File: config.mk
export PLATFORM = sky130hd
export DESIGN_NAME = seg_scan_n
export DESIGN_NICKNAME = d
export VERILOG_FILES = /design/src/rtl/seg_scan_n.sv
export SDC_FILE = /design/constraint.sdc
export NUM_CORES = 1
export LEC_CHECK = 0
export ABC_AREA = 1
export CAP_MARGIN = 20
export CORE_MARGIN = 5
export CORE_UTILIZATION = 62
export DETAILED_ROUTE_END_ITERATION = 10
export PLACE_DENSITY = 0.86
export SYNTH_ARGS = -nofsm -noshare
export SYNTH_HDL_FRONTEND = slang
export SYNTH_SLANG_ARGS = --single-unit
export TNS_END_PERCENT = 10
File: constraint.sdc
create_clock -name clk -period 7.3 [get_ports clk]
set_clock_uncertainty 0.15 [all_clocks]
set_input_delay 1.46 -clock clk [delete_from_list [all_inputs] [get_ports clk]]
set_output_delay 1.46 -clock clk [all_outputs]
set_load 0.02 [all_outputs]
File: src/rtl/seg_scan_n.sv
// Multiplexed seven-segment scanner for DIGITS digits.
// A free-running prescaler sets the slot timing. Inputs are captured into
// shadow registers once per frame, so every digit of a frame shows data from
// the same moment. The registered logical outputs then pass through optional
// polarity inversion on the way to the pins.

// Per-digit hex decode and dark decision.
module seg_scan_n_digit (
    input  logic [3:0] nib,
    input  logic       blank,
    input  logic       lzEn,
    input  logic       lzHit,   // this digit and every digit above it hold zero
    output logic       dark,
    output logic [6:0] segs     // {g,f,e,d,c,b,a}
);
    assign dark = blank || (lzEn && lzHit);

    // hex to segment pattern, full 0-F
    always_comb begin
        segs = 7'h00;
        case (nib)
            4'h0: segs = 7'h3F;
            4'h1: segs = 7'h06;
            4'h2: segs = 7'h5B;
            4'h3: segs = 7'h4F;
            4'h4: segs = 7'h66;
            4'h5: segs = 7'h6D;
            4'h6: segs = 7'h7D;
            4'h7: segs = 7'h07;
            4'h8: segs = 7'h7F;
            4'h9: segs = 7'h6F;
            4'hA: segs = 7'h77;
            4'hB: segs = 7'h7C;
            4'hC: segs = 7'h39;
            4'hD: segs = 7'h5E;
            4'hE: segs = 7'h79;
            4'hF: segs = 7'h71;
            default: segs = 7'h00;
        endcase
    end
endmodule

module seg_scan_n #(
    parameter int DIGITS         = 4,
    parameter int SCAN_LOG2      = 18,
    parameter int BRIGHT_W       = 3,
    parameter bit POS_ACTIVE_LOW = 1'b0,
    parameter bit SEG_ACTIVE_LOW = 1'b0
) (
    input  logic                  clk,
    input  logic                  rst,
    input  logic [4*DIGITS-1:0]   dataBus,
    input  logic [DIGITS-1:0]     dpMask,
    input  logic [DIGITS-1:0]     blankMask,
    input  logic                  lzBlank,
    input  logic [BRIGHT_W-1:0]   bright,
    output logic [DIGITS-1:0]     pos,
    output logic [7:0]            seg,
    output logic                  frameTick
);
    localparam int              PW   = (DIGITS > 1) ? $clog2(DIGITS) : 1;
    localparam logic [PW-1:0]   LAST = PW'(DIGITS - 1);

    logic [SCAN_LOG2-1:0]       divCnt;
    logic [PW-1:0]              posC;
    logic                       primed;
    logic                       slotEnd;
    logic                       load;

    logic [DIGITS-1:0][3:0]     shData;
    logic [DIGITS-1:0]          shDp;
    logic [DIGITS-1:0]          shBlank;
    logic                       shLz;
    logic [BRIGHT_W-1:0]        shBright;

    logic [DIGITS-1:0][3:0]     nib;
    logic [DIGITS-1:0]          effDp;
    logic [DIGITS-1:0]          effBlank;
    logic                       effLz;
    logic [BRIGHT_W-1:0]        effBright;

    logic [DIGITS:1]            hiZero;
    logic [DIGITS-1:0]          lzHit;
    logic [DIGITS-1:0]          dark;
    logic [DIGITS-1:0][6:0]     digSeg;

    logic [BRIGHT_W-1:0]        phase;
    logic                       lit;
    logic [DIGITS-1:0]          posL;
    logic [7:0]                 segL;

    assign slotEnd = &divCnt;
    assign load    = !primed || (slotEnd && (posC == LAST));

    // prescaler and digit slot counter
    always_ff @(posedge clk or negedge rst) begin
        if (!rst) begin
            divCnt <= '0;
            posC   <= '0;
        end else begin
            divCnt <= divCnt + SCAN_LOG2'(1);
            if (slotEnd)
                posC <= (posC == LAST) ? '0 : posC + PW'(1);
        end
    end

    // frame-synchronous shadow capture; frameTick marks each capture
    always_ff @(posedge clk or negedge rst) begin
        if (!rst) begin
            primed    <= 1'b0;
            shData    <= '0;
            shDp      <= '0;
            shBlank   <= '0;
            shLz      <= 1'b0;
            shBright  <= '0;
            frameTick <= 1'b0;
        end else begin
            primed    <= 1'b1;
            frameTick <= load;
            if (load) begin
                shData   <= dataBus;
                shDp     <= dpMask;
                shBlank  <= blankMask;
                shLz     <= lzBlank;
                shBright <= bright;
            end
        end
    end

    // The first edge after reset both captures the inputs and renders cycle 0
    // of digit 0, so that edge looks through to the live inputs; the display
    // then shows the released value from the very first cycle.
    always_comb begin
        if (primed) begin
            nib       = shData;
            effDp     = shDp;
            effBlank  = shBlank;
            effLz     = shLz;
            effBright = shBright;
        end else begin
            nib       = dataBus;
            effDp     = dpMask;
            effBlank  = blankMask;
            effLz     = lzBlank;
            effBright = bright;
        end
    end

    // leading-zero chain from the most significant digit down; digit 0 never joins
    assign hiZero[DIGITS] = (nib[DIGITS-1] == 4'h0);

    genvar g;
    generate
        for (g = 0; g < DIGITS; g++) begin : g_dig
            if (g == 0) begin : g_lsd
                assign lzHit[g] = 1'b0;
            end else begin : g_hi
                if (g < DIGITS - 1) begin : g_mid
                    assign hiZero[g + 1] = hiZero[g + 2] && (nib[g] == 4'h0);
                end
                assign lzHit[g] = hiZero[g + 1];
            end

            seg_scan_n_digit u_dig (
                .nib   (nib[g]),
                .blank (effBlank[g]),
                .lzEn  (effLz),
                .lzHit (lzHit[g]),
                .dark  (dark[g]),
                .segs  (digSeg[g])
            );
        end
    endgenerate

    // PWM phase is the top bits of the slot counter, so each slot is lit from its start
    assign phase = divCnt[SCAN_LOG2-1 -: BRIGHT_W];
    assign lit   = !dark[posC] && (phase <= effBright);

    // logical output register: one-hot digit and its pattern, or fully dark
    always_ff @(posedge clk or negedge rst) begin
        if (!rst) begin
            posL <= '0;
            segL <= '0;
        end else if (lit) begin
            posL <= DIGITS'(1) << posC;
            segL <= {effDp[posC], digSeg[posC]};
        end else begin
            posL <= '0;
            segL <= '0;
        end
    end

    // board polarity; the reset level follows automatically
    assign pos = posL ^ {DIGITS{POS_ACTIVE_LOW}};
    assign seg = segL ^ {8{SEG_ACTIVE_LOW}};

endmodule

==> impl_metrics.tcl <==
set metrics [dict create \
    outcome "finished, final reports clean" \
    period_share 0.4899 \
    r2r-end "shDp[2]$_DFFE_PN0P_" \
    syn_avg_cell_area_sq_um 7.308 \
    chipWidth_um 91.61 \
    critPathArrivalTime_ns 3.64 \
    syn_to_final_growth_pct 14.39 \
    track_usage 0.2461 \
    grt_pass1_vias 3763 \
    synth_fp_nets 627 \
    cts_hold_buf 0 \
    portBuffers 42 \
    cts_buffers 9 \
    peakVddDrop_v 0.0001348 \
    postCtsSetupBuffers 0 \
    worstSetupEndpointType "flop" \
    clock_path_buffers 2 \
    insertion_delay_ns 0.35 \
    setup_viol 0 \
    min_path_cells 1 \
    max_freq_mhz 279.6 \
    final_hold_viol_count 0 \
    worst_pin_slew_ns 0.9664 \
    hpwlAfterDp_um 6913 \
    worstReg2RegStart "divCnt[0]$_DFF_PN0_" \
    gp_congestion 0.9024 \
    clkTransAtPathRegs_ns 0.08 \
    first_pass_iters 5 \
    power.leakage_nw 2.469 \
    maxSlewViolCount 0 \
    crit_path_max_fanout 12 \
    die_area_sq_um 8391 \
    timing.reg2reg.setup_slack_ns 3.93 \
    ys_warn_count 0 \
    powerDensity_nw_per_um2 186.3 \
    power_uw 879.8 \
    grt-ovfl-total 0 \
    grt_max_degree 70 \
    drc 0 \
    async_flop_share 1.000 \
    required_ns 7.36 \
    drive_gt1_frac 0.04959 \
    synth_seq_area_share 0.3758 \
    initialDrtViolationCount 306 \
    yosysTopAreaCell "dfrtp_1" \
    synth_common_cells "nand2_1 (198), nand3_1 (76), dfrtp_1 (62)" \
    tritoncts "yes" \
    vias_per_cell 5.559 \
    synthDistinctLibCells 32 \
    hold_class "flop to flop" \
    ys_dominant_reg_cell "dfrtp_1" \
    antenna_found_initial 0 \
    antenna_cells 0 \
    worstSetupStartpoint "dataBus[8]" \
    synth_edf_count 0 \
    ys_top_cells_by_area "dfrtp_1 (38%), nand2_1 (18%), ha_1 (9.7%)" \
    yosysMostFrequentCell "nand2_1" \
    synth_cells 565 \
    period_minus_slack_ns 3.577 \
    rsz0062_at_grt "no" \
    slew_headroom 0.3542 \
    ys_seq_elements 62 \
    netlist_area_sq_um 4129 \
    die_h_um 91.61 \
    nNetsFinal 662 \
    grt_pass1_wl_um 16890 \
    clockRootBuffer "clkbuf_8" \
    h-tree-depth 3 \
    antenna_left 0 \
    clock_sinks 62 \
    cp-start-kind "input pin" \
    core_sq_um 6422 \
    path_class "input pin to flop" \
    ios 43 \
    timing.max_cap.violations 0 \
    endpoint "seg[4]$_DFF_PN0_" \
    dr_total_vias 3791 \
    cts_resized 0 \
    drt_wl_total_um 9758 \
    worst_hold_slack_ns 0.3183 \
    initial_utilization 0.6429 \
    rr_worst_depth 9 \
    wl_per_cell_um 14.31 \
    fillers 494 \
    num_rows 29 \
    setup_tns_ns 0 \
    yosysTopAreaCellShare 0.3758 \
]
==> cell families (layout without fill, tap and decap cells) <==
family / count (synthesis) / count (layout) / share of synthesized area
AOI/OAI and AO/OA: 54 / 54 / 0.07818
xor gates and xnor gates: 13 / 13 / 0.02758
adders and majority gates: 32 / 32 / 0.09697
buffers and inverters: 77 / 117 / 0.08545
DFF: 62 / 62 / 0.3758
muxes: 2 / 2 / 0.004849
other: 1 / 1 / 0.0009082
and+or+nand+nor: 324 / 324 / 0.3303
==> worst min-delay path by stage <==
| stage | start | to | slack [ns] |
|---|---|---|---|
| floorplan | divCnt[0]$_DFF_PN0_ | divCnt[0]$_DFF_PN0_ | 0.26 |
| global placement | divCnt[0]$_DFF_PN0_ | divCnt[0]$_DFF_PN0_ | 0.28 |
| detailed placement | divCnt[14]$_DFF_PN0_ | divCnt[14]$_DFF_PN0_ | 0.31 |
| CTS | divCnt[14]$_DFF_PN0_ | divCnt[14]$_DFF_PN0_ | 0.32 |
| global route | divCnt[0]$_DFF_PN0_ | divCnt[0]$_DFF_PN0_ | 0.34 |
| finish | divCnt[14]$_DFF_PN0_ | divCnt[14]$_DFF_PN0_ | 0.32 |
==> power breakdown <==
part | internal [mW] | leakage, nW | switching (mW) | total [mW]
Combinational | 0.0713 | 1.59 | 0.118 | 0.189
Clock | 0.162 | 0.100 | 0.154 | 0.315
Sequential | 0.365 | 0.781 | 0.0100 | 0.375
Total | 0.598 | 2.47 | 0.282 | 0.880
==> cell usage in the layout, fill, tap and decap left out, drive strengths merged <==
cell type      Yosys  final
a31oi              7      7
nor3               4      4
conb               1      1
o21a               2      2
buf               15      3
o21ai             29     29
clkinvlp           0      1
xor2               9      9
o211ai             9      9
bufinv             0      1
clkbuf             5      9
a21oi              5      5
clkdlybuf4s50      0     41
inv               56     58
o221ai             1      1
mux2i              2      2
dfrtp             62     62
nand3             78     78
nor2              37     37
clkinv             1      4
nand2            199    199
nand4              5      5
xnor2              4      4
nor3b              1      1
o22ai              1      1
ha                32     32
==> per-stage QoR <==
stage	cells	worst slack [ns]	instance area [sq um]	utilization
finish	682	3.723	4723	0.7354
global route	682	3.483	4723	0.7354
CTS	682	3.722	4723	0.7354
detailed placement	666	3.361	4518	0.7035
global placement	666	3.456	4518	0.7035
floorplan	565	4.161	4129	-
==> registers in the layout, indices dropped and copies added (netlist names), 2 cells and up <==
signal	cells
divCnt	18
shBright	3
posC	2
pos	4
shBlank	4
shData	16
shDp	4
seg	8
==> area by class of cell <==
type | instances | area [sq um] | area share
flip-flops and latches | 62 | 1553 | 0.3287
inverters | 57 | 214.0 | 0.04530
clock inverters | 7 | 81.33 | 0.01722
well taps | 77 | 96.34 | 0.02040
clock buffers | 9 | 123.9 | 0.02623
multi-input cells | 426 | 2225 | 0.4710
repair buffers | 44 | 430.4 | 0.09113
==> critical path, cell delays in order <==
cell	delay, ns
clkdlybuf4s50_1	0.42
o21ai_0	0.61
ha_1	0.27
inv_1	0.05
nor2_1	0.13
nand3_1	0.09
nand2_1	0.06
nand2_1	0.05
nand2_1	0.06
nand2_1	0.06
nand2_1	0.29
nor2_1	0.09
==> routing by layer <==
metal  vias up  GRT usage  part of all wire
met5         -          0                 0
met4         0     0.1068             0.020
met3        17    0.04463             0.055
met2       107     0.3987              0.48
met1      1786     0.3226              0.45
li1       1881          -                 -
No activity file was read; power rests on OpenSTA's default activity.
==> edit 1 (same flow settings) <==
Set the parameter `POS_ACTIVE_LOW` to 1'b1 (it was 1'b0).
--- a/src/rtl/seg_scan_n.sv
+++ b/src/rtl/seg_scan_n.sv
@@ -44,7 +44,7 @@
     parameter int DIGITS         = 4,
     parameter int SCAN_LOG2      = 18,
     parameter int BRIGHT_W       = 3,
-    parameter bit POS_ACTIVE_LOW = 1'b0,
+    parameter bit POS_ACTIVE_LOW = 1'b1,
     parameter bit SEG_ACTIVE_LOW = 1'b0
 ) (
     input  logic                  clk,
Function: changed (Yosys sat finds a counterexample within 4 cycles, from zero or initial values and one cycle with rst low).
==> edit 1 against the unedited design <==
Combinational power rose by 3%. Routed wire length fell by 4.8%. Core utilization fell by 1.7 points. Sequential cell count did not move. Final cell count fell by 2.1%. Synthesized area rose by 1.9%. Final area rose by 1.6%. Setup slack improved by 17 ps. Worst hold slack got worse by 6.9 ps. Total power barely moved. Critical path type unchanged. Largest cell class unchanged.
==> edit 1: results <==
[placement]
place.gp.congestion = 0.936
dp.cells = 652
placed_cell_area_um2 = 4600
dp_hpwl_mm = 6.53
place_ws_ps = 3410
port_buffers = 42

[synth]
synth_cells = 543
yosys-top-cells-count = nand2_1 (147), inv_1 (73), dfrtp_1 (62), nand3_1 (53), ha_1 (32)
synth_edf_count = 0
postSynth.asyncResetShare = 1.00
yosysSeqAreaShare = 0.369
yosysWarnings = 0
synth_flop_cell = dfrtp_1
synth_nets = 605
yosys-top-cells-area = dfrtp_1 (37%), nand2_1 (13%), ha_1 (9.5%)
ys_types = 36

[clocking]
clock-root-buffer = clkbuf_8
cts_buffers = 9
cts_resized = 0
h-tree-depth = 3
cts_post_setup_buffers_inserted = 0
clock_latency_ps = 350
clk_pin_slew_ps = 70
clock_path_buffers = 2

[pwr]
ir_drop_mv = 0.192
p_leak_nw = 2.39

[worst_hold_path]
holdPathEnd = divCnt[0]
hold_path_class = reg -> reg
min_path_cells = 1
hold_path.startpoint = divCnt[0]

[grt]
track_usage = 0.228
antenna_found_initial = 0
grt_max_degree = 63
grt_pass1_vias = 3460
grt_pass1_wl_mm = 15.7

[sta]
hold_ws_ps = 311
worst_pin_slew_ps = 791
fmax_mhz = 281

[route]
initialDrtViolationCount = 318
avgViaCountPerCell = 5.50
postRouteAntennaNets = 0
vias = 3676
routedWlPerCell_um = 13.9

[critical_path]
rr_worst_depth = 12
r2r-start = primed
r2r-end = seg[0]
cp_top_family = simple AND/OR/NAND/NOR gates
crit_fanout = 12
path_class = in -> reg
regToRegSetupSlack_ps = 4120
startpoint = dataBus[13]
slowest_stage = clkdlybuf4s50_1
cpPeakStageDelay_ps = 430
arrival_ps = 3620

[status]
status = finished clean

[layout]
final.fill_count = 527
antenna_cells = 0
regMostFlops = divCnt
drive_gt1_frac = 0.100
largest_reg_flops = 18
-- edit 1: changes by cell type after synthesis, sizes merged, moves of 2 or more --
| cell | before | now |
|---|---|---|
| mux2i | 2 | 0 |
| nor2 | 37 | 30 |
| buf | 15 | 12 |
| nand4 | 5 | 7 |
| nand3 | 78 | 54 |
| o21ai | 29 | 58 |
| nand2 | 199 | 158 |
| inv | 56 | 75 |
| a21oi | 5 | 10 |
-- edit 1: cell families (layout without fill, tap and decap cells) --
family / after synthesis / after routing / synth area share
buffers and inverters: 92 / 137 / 0.102
adder cells (fa/ha/maj): 32 / 32 / 0.0952
AO/OA/AOI/OAI: 88 / 88 / 0.135
AND/OR/NAND/NOR: 253 / 253 / 0.267
flip-flops: 62 / 62 / 0.369
XOR/XNOR: 15 / 15 / 0.0312
other: 1 / 1 / 0.000891
-- edit 1: where the power goes --
part / leakage, nW / switching, mW / internal (mW)
combinational: 1.51 / 0.122 / 0.0735
clock: 0.101 / 0.153 / 0.160
sequential: 0.781 / 0.00717 / 0.365
-- edit 1: layout make-up --
cell class / instances / area, um^2 / share of cell area
Tap cell: 80 / 100 / 0.0209
Multi-Input combinational cell: 389 / 2230 / 0.464
Sequential cell: 62 / 1550 / 0.323
Timing Repair Buffer: 45 / 438 / 0.0913
Clock buffer: 10 / 128 / 0.0266
Inverter: 76 / 285 / 0.0595
Clock inverter: 6 / 70.1 / 0.0146
-- edit 1: per-layer routing --
metal,track usage,routed length (um),part of all wire,vias up
li1,-,-,-,1826
met1,0.299,4150,0.45,1699
met2,0.369,4420,0.48,128
met3,0.0577,568,0.061,23
met4,0.0755,149,0.016,0
met5,0,0,0,-
==> edit 2 (config.mk and constraints unchanged) <==
Without the edit above. Add an input register stage for `dataBus`, `dpMask`, `blankMask`, `lzBlank` and `bright`, without a reset; this delays them by one clock.
--- a/src/rtl/seg_scan_n.sv
+++ b/src/rtl/seg_scan_n.sv
@@ -61,6 +61,20 @@
     localparam int              PW   = (DIGITS > 1) ? $clog2(DIGITS) : 1;
     localparam logic [PW-1:0]   LAST = PW'(DIGITS - 1);
 
+    logic [4*DIGITS-1:0] dataBus_q;
+    logic [DIGITS-1:0] dpMask_q;
+    logic [DIGITS-1:0] blankMask_q;
+    logic lzBlank_q;
+    logic [BRIGHT_W-1:0] bright_q;
+
+    always_ff @(posedge clk) begin
+        dataBus_q   <= dataBus;
+        dpMask_q    <= dpMask;
+        blankMask_q <= blankMask;
+        lzBlank_q   <= lzBlank;
+        bright_q    <= bright;
+    end
+
     logic [SCAN_LOG2-1:0]       divCnt;
     logic [PW-1:0]              posC;
     logic                       primed;
@@ -118,11 +132,11 @@
             primed    <= 1'b1;
             frameTick <= load;
             if (load) begin
-                shData   <= dataBus;
-                shDp     <= dpMask;
-                shBlank  <= blankMask;
-                shLz     <= lzBlank;
-                shBright <= bright;
+                shData   <= dataBus_q;
+                shDp     <= dpMask_q;
+                shBlank  <= blankMask_q;
+                shLz     <= lzBlank_q;
+                shBright <= bright_q;
             end
         end
     end
@@ -138,11 +152,11 @@
             effLz     = shLz;
             effBright = shBright;
         end else begin
-            nib       = dataBus;
-            effDp     = dpMask;
-            effBlank  = blankMask;
-            effLz     = lzBlank;
-            effBright = bright;
+            nib       = dataBus_q;
+            effDp     = dpMask_q;
+            effBlank  = blankMask_q;
+            effLz     = lzBlank_q;
+            effBright = bright_q;
         end
     end
 
Function: changed (Yosys sat finds a counterexample within 4 cycles, from zero or initial values and one cycle with rst low).
==> edit 2 against the unedited design <==
Routed wire length increased by 8.3%. Die area increased by 15%. Count of clock-buffer cells in the layout increased by 1. Synthesized area increased by 17%. Fmax increased by 21%. Setup slack improved by 610 ps. Sequential share of layout area increased by 6.0 points. Final cell count increased by 13%. Sequential cell count increased by 28. Final area increased by 15%. Core utilization decreased by 2.4 points. Total power increased by 22%. Highest routed layer unchanged.
==> edit 2: results <==
[status]
status = finished clean

[grt]
grt_max_degree = 63
grt.met2_usage = 0.381
met1_usage = 0.314

[layout]
sh_seq_area = 0.388
inverters_excl_clock = 64
nClkBuffers = 10
num-nonclk-buffers = 45
clock_area_frac = 0.0375

[clocking]
clock_latency_ps = 370
clk_pin_slew_ps = 100

[synth]
synth_fa_ha_area_frac = 0.0832
synth_compound_area_frac = 0.0637
synth.area.mux_share = 0
synth_nets = 688

[critical_path]
regToRegSetupSlack_ps = 4420
r2r-start = primed
startpoint = seg[7]
critPathCapture = seg[7]
rr_worst_depth = 13

[sta]
hold_ws_ps = 302
worst_pin_slew_ps = 772

[placement]
place.gp.congestion = 0.904
dp_hpwl_mm = 7.58

[route]
wl_met3_um = 684

[worst_hold_path]
holdPathEnd = shData[0]
edit 2: changes by cell type in the layout (fill, tap and decap cells not counted), moves of 6 or more:
cell	unedited run	this run
dfxtp_1	0	28
nand3_1	76	90
a21oi_1	5	14
o211ai_1	9	1
a31oi_1	7	0
inv_1	54	60
o21ai_0	24	30
edit 2: through the flow:
step	power, mW	setup slack [ps]	area, um^2	instances
global placement	0.736	4610	5230	752
floorplan	0.678	5050	4810	626
finish	1.08	4330	5440	768
detailed placement	0.742	4450	5230	752
CTS	1.08	4320	5440	768
global route	1.14	4080	5440	768
edit 2: power by group:
| group | internal, mW | switching, mW |
|---|---|---|
| sequential | 0.526 | 0.0132 |
| clock | 0.150 | 0.191 |
| combinational | 0.0739 | 0.123 |
edit 2: worst reg2reg max path, cell delays in order (launching register included):
cell	delay, ps
dfrtp_1	330
buf_4	410
inv_2	390
nand2_1	150
nand2_1	120
inv_1	160
ha_1	170
nand3_1	120
nor2_1	230
nand3_1	100
nand2_1	80
nand2_1	80
nand3_2	200
nor2_1	80
